### src/rtl/ahb_boot_monitor.sv
// Boot-progress monitor on the AHB-Lite master bus: tracks the cache-init and
// user-entry milestones, captures cycle counts, raises a halt handshake and
// flags out-of-order or timed-out boot.
// Optional feature macro: BOOTMON_HISTORY_EN (4-entry qualified-address history).
`timescale 1ns/1ps
module ahb_boot_monitor #(
    parameter logic [31:0] CACHE_ADDR     = 32'h1fc00058,
    parameter logic [31:0] USER_ADDR      = 32'h0000075c,
    parameter logic [31:0] TIMEOUT_CYCLES = 32'd2000000,
    parameter bit          HALT_ON_EVENT  = 1'b1
) (
    input  logic        SI_ClkIn,
    input  logic        SI_Reset_N,
    input  logic [31:0] HADDR,
    input  logic [1:0]  HTRANS,
    input  logic        HWRITE,
    input  logic        HREADY,
    input  logic        halt_ack,
`ifdef BOOTMON_HISTORY_EN
    input  logic [1:0]  hist_sel,
    output logic [31:0] hist_addr,
`endif
    output logic [1:0]  milestone,
    output logic        evt_pulse,
    output logic        halt_req,
    output logic [31:0] cyc_cache,
    output logic [31:0] cyc_user,
    output logic        err,
    output logic [1:0]  err_code
);

    localparam int unsigned CW = 32;

    typedef enum logic [1:0] {
        ST_BOOT      = 2'd0,
        ST_WAIT_USER = 2'd1,
        ST_DONE      = 2'd2,
        ST_ERROR     = 2'd3
    } state_t;

    state_t        state;
    state_t        state_nx;
    logic [CW-1:0] cnt;
    logic          qual_rd_c;
    logic          hit_cache_c;
    logic          hit_user_c;
    logic          timeout_c;
    logic          evt_nx;
    logic          cap_cache_c;
    logic          cap_user_c;
    logic          err_nx;
    logic [1:0]    code_nx;
    logic          halt_nx;
    logic          unused_htrans0_c;

    // Only NONSEQ/SEQ matters; the IDLE/BUSY distinction in bit 0 is irrelevant
    assign unused_htrans0_c = HTRANS[0];

    assign qual_rd_c   = HTRANS[1] & HREADY & ~HWRITE;
    assign hit_cache_c = qual_rd_c && (HADDR == CACHE_ADDR);
    assign hit_user_c  = qual_rd_c && (HADDR == USER_ADDR);
    assign timeout_c   = (cnt == CW'(TIMEOUT_CYCLES - 32'd1));
    assign milestone   = state;

    // Next-state, capture strobes, error update and halt handshake decode
    always_comb begin
        state_nx    = state;
        evt_nx      = 1'b0;
        cap_cache_c = 1'b0;
        cap_user_c  = 1'b0;
        err_nx      = err;
        code_nx     = err_code;
        unique case (state)
            ST_BOOT: begin
                if (hit_cache_c) begin
                    state_nx    = ST_WAIT_USER;
                    evt_nx      = 1'b1;
                    cap_cache_c = 1'b1;
                end else if (hit_user_c) begin
                    state_nx = ST_ERROR;
                    err_nx   = 1'b1;
                    code_nx  = 2'd1;
                end else if (timeout_c) begin
                    state_nx = ST_ERROR;
                    err_nx   = 1'b1;
                    code_nx  = 2'd2;
                end
            end
            ST_WAIT_USER: begin
                if (hit_user_c) begin
                    state_nx   = ST_DONE;
                    evt_nx     = 1'b1;
                    cap_user_c = 1'b1;
                end else if (timeout_c) begin
                    state_nx = ST_ERROR;
                    err_nx   = 1'b1;
                    code_nx  = 2'd2;
                end
            end
            ST_DONE:  ;
            ST_ERROR: ;
            default:  ;
        endcase
        // A new event re-arms the request even if an ack arrives the same cycle
        halt_nx = halt_req;
        if (HALT_ON_EVENT && evt_nx) begin
            halt_nx = 1'b1;
        end else if (halt_ack) begin
            halt_nx = 1'b0;
        end
    end

    // State register
    always_ff @(posedge SI_ClkIn or negedge SI_Reset_N) begin
        if (!SI_Reset_N) begin
            state <= ST_BOOT;
        end else begin
            state <= state_nx;
        end
    end

    // Registered outputs: event pulse, halt, captures and sticky error
    always_ff @(posedge SI_ClkIn or negedge SI_Reset_N) begin
        if (!SI_Reset_N) begin
            evt_pulse <= 1'b0;
            halt_req  <= 1'b0;
            cyc_cache <= '0;
            cyc_user  <= '0;
            err       <= 1'b0;
            err_code  <= 2'd0;
        end else begin
            evt_pulse <= evt_nx;
            halt_req  <= halt_nx;
            err       <= err_nx;
            err_code  <= code_nx;
            if (cap_cache_c) cyc_cache <= cnt;
            if (cap_user_c)  cyc_user  <= cnt;
        end
    end

    // Saturating boot cycle counter, frozen while halted or after boot ends
    always_ff @(posedge SI_ClkIn or negedge SI_Reset_N) begin
        if (!SI_Reset_N) begin
            cnt <= '0;
        end else if ((state == ST_BOOT || state == ST_WAIT_USER) && !halt_req
                     && (cnt != {CW{1'b1}})) begin
            cnt <= cnt + CW'(1);
        end
    end

`ifdef BOOTMON_HISTORY_EN
    logic [31:0] hist [4];
    logic [1:0]  wr_ptr;
    logic        frozen;

    // Circular address history; freezes on a transition, thaws when halt clears
    always_ff @(posedge SI_ClkIn or negedge SI_Reset_N) begin
        if (!SI_Reset_N) begin
            hist      <= '{default: '0};
            wr_ptr    <= 2'd0;
            frozen    <= 1'b0;
            hist_addr <= '0;
        end else begin
            if (!frozen && HTRANS[1] && HREADY) begin
                hist[wr_ptr] <= HADDR;
                wr_ptr       <= wr_ptr + 2'd1;
            end
            if (state_nx != state) begin
                frozen <= 1'b1;
            end else if (halt_req && !halt_nx) begin
                frozen <= 1'b0;
            end
            hist_addr <= hist[wr_ptr - 2'd1 - hist_sel];
        end
    end
`else
    // History capture not built in this configuration
`endif

endmodule

### config.mk
export PLATFORM = sky130hd
export DESIGN_NAME = ahb_boot_monitor
export DESIGN_NICKNAME = d
export VERILOG_FILES = /design/src/rtl/ahb_boot_monitor.sv
export SDC_FILE = /design/constraint.sdc
export NUM_CORES = 1
export LEC_CHECK = 0
export ABC_AREA = 1
export CAP_MARGIN = 10
export CORE_MARGIN = 2
export CORE_UTILIZATION = 51
export CTS_CLUSTER_SIZE = 30
export DETAILED_ROUTE_END_ITERATION = 12
export PLACE_DENSITY = 0.81
export REMOVE_ABC_BUFFERS = 1
export SLEW_MARGIN = 20
export SYNTH_ARGS = -nofsm -noshare
export SYNTH_HDL_FRONTEND = slang
export SYNTH_SLANG_ARGS = --single-unit
### constraint.sdc
create_clock -name SI_ClkIn -period 2.3 [get_ports SI_ClkIn]
set_input_delay 0.46 -clock SI_ClkIn [delete_from_list [all_inputs] [get_ports SI_ClkIn]]
set_output_delay 0.46 -clock SI_ClkIn [all_outputs]
set_load 0.01 [all_outputs]
==> reports/results.ini <==
[status]
status = finished clean

[placement]
place_inst = 844
post-place-ws_ns = 0.136
portBuffers = 108
dp_hpwl_um = 9050
globalplace.congestion = 0.896

[floorplan]
io_pins = 110
row_count = 36
dieArea_um2 = 10600
fp.dieH_um = 103
die_w_um = 103
start_util = 0.516
core_area_um2 = 9640

[global_routing]
first_global_vias = 4180
met2_usage = 0.411
grt_use_met1 = 0.302
grt_pass1_wl_um = 19500
grt.overflow.total = 0
met3_usage = 0.0508
grt.busiest_layer = met2
antenna_found_initial = 0
grt_util_all_layers = 0.237
grt_start_max_net_pins = 49

[setup_path]
critPathKind = reg -> reg
required_ns = 2.56
cp-start-kind = flip-flop
cp_max_fo = 33
crit_arrival_ns = 2.30
endpoint_kind = flip-flop

[pwr]
power_density_nw_per_um2 = 454
power_leakage_uw = 0.00274
vdd_ir_drop_max_mv = 0.475

[clocking]
insertion_delay_ns = 0.37
h-tree-depth = 3
cts_sinks = 103
hold_buffers = 0
ctsLongestPathBuffers = 2
cts_tree = built
path_clk_slew_ns = 0.08
ctsResizeCount = 0
clock-root-buffer = clkbuf_8
cts_inserted_buffers = 9
post_cts_buffers = 0

[timing]
max_freq_mhz = 490
min_period_ns = 2.04
rsz0062_at_grt = false
report.final.slew_viol_count = 0
finalClockSkew_ns = 0.00837
worst_slack_ns = 0.259
fin_setup_tns_ns = 0
tightest_slew_ns = 0.480
maxSlewHeadroom = 0.680
setup_viol = 0
period_share = 0.887
hold_viol_final = 0

[cells_and_area]
fin_nets = 762
nFillCells = 833
drive_gt1_frac = 0.0731
multiInputGateArea_um2 = 2070
stdcell_count = 858
seqCellArea_um2 = 2580
n_antenna_cell = 0
syn_to_final_growth_pct = 27.6

[detailed_routing]
drc = 0
drt_iter0_drc = 258
wirelength_um = 11900
drt-wirelength-per-cell_um = 13.9
first_pass_iters = 4
postRouteAntennaNets = 0
via_per_inst = 5.02
vias = 4303

[logic_synthesis]
synth_seq_cells = 103
ys_seq_area_frac = 0.518
syn_inst = 616
yosys.area.top_type = dfrtp_1
synthArstFlopShare = 1.00
synth_cell_type_count = 30
ys_warn_count = 0
yosys-top-cells-area = dfrtp_1, nand2_1, o21ai_0
syn_area_um2 = 4980
synth_edf_count = 0
avgSynthCellArea_um2 = 8.08
synth.top_cell.area_share = 0.518
ys.flop_type = dfrtp_1

[min_path]
hold_class = in -> async

[run]
max_cap_viol_count = 0

[cells in the final DEF, fill, tap and decap left out, drive strengths merged]
cell type      count
a21oi              1
and2               1
buf                8
clkbuf            12
clkdlybuf4s50    107
clkinv             2
dfrtp            103
ha                 1
inv               57
nand2            209
nand3             23
nand4              7
nor2              75
nor3              14
o211ai             1
o21a               1
o21ai             83
xor2              20
[path summary, 6_finish.rpt]
check | slack, ns | cells past startpoint | from | endpoint
setup / recovery | 0.26 | 11 | cnt[0] | cnt[9]
hold / removal | 0.04 | 1 | SI_Reset_N | cyc_user[9]
setup reg to reg | 0.26 | 11 | cnt[0] | cnt[9]
hold reg to reg | 0.47 | 2 | err | err
max in group asynchronous | 1.61 | 2 | SI_Reset_N | cyc_user[17]
min in group SI_ClkIn | 0.47 | 2 | err | err
[Yosys cell counts (2+ instances only)]
library cell	instances
inv_1	54
buf_4	2
o21ai_2	8
inv_2	2
buf_2	5
dfrtp_1	103
buf_6	4
nand2_1	200
nand4_1	7
nor3_1	13
xor2_1	19
nand3_2	6
nor2_1	72
o21ai_0	69
clkbuf_1	9
nand2_2	8
nor2_4	2
o21ai_1	6
nand3_1	16
[cells by family (layout without fill, tap and decap cells)]
family | after synthesis | count (layout) | share of synthesized area
adder cells (fa/ha/maj) | 1 | 1 | 0.00251
AO/OA/AOI/OAI | 86 | 86 | 0.0935
flip-flops | 103 | 103 | 0.518
XOR/XNOR | 20 | 20 | 0.0367
AND/OR/NAND/NOR | 329 | 329 | 0.282
buffers and inverters | 77 | 186 | 0.0674
[critical path, stage by stage, from the launching register on]
cell     delay (ns)
dfrtp_1        0.41
ha_1           0.24
inv_1          0.14
nor2_4         0.07
nand2_1        0.19
nor2_4         0.08
nand3_4        0.09
nand2_8        0.10
inv_4          0.37
nand2_1        0.09
nand2_1        0.08
nand2_1        0.05
[power by group]
part,switching [uW],internal [uW]
Clock,571,380
Sequential,0.00000000258,1810
Combinational,54.7,65.3
[area by class of cell]
class,count,area share
flip-flops and latches,103,0.406
multi-input cells,436,0.327
repair buffers,115,0.184
inverters,57,0.0341
well taps,133,0.0262
clock buffers,12,0.0213
clock inverters,2,0.00158
[stage by stage]
stage           util  hold WS [ns]  total power [uW]  area (um2)
6_report       0.658        0.0383              2880        6350
5_1_grt        0.658        0.0594              2990        6350
4_1_cts        0.658        0.0472              2910        6350
3_5_place_dp   0.643         0.447              1970        6200
3_3_place_gp   0.643         0.434              1960        6200
2_1_floorplan      -         0.164              1860        4860
[layer usage]
layer / part of all wire / vias up
li1: - / 2145
met1: 0.43 / 2022
met2: 0.49 / 120
met3: 0.061 / 16
met4: 0.013 / 0
met5: 0 / -
[registers in the layout, indices dropped and copies added, names as in the netlist]
signal,count
cnt,32
cyc_cache,32
cyc_user,32
err_code,2
milestone,2
err,1
evt_pulse,1
halt_req,1
Note: power is estimated with default switching activity, not from simulation.
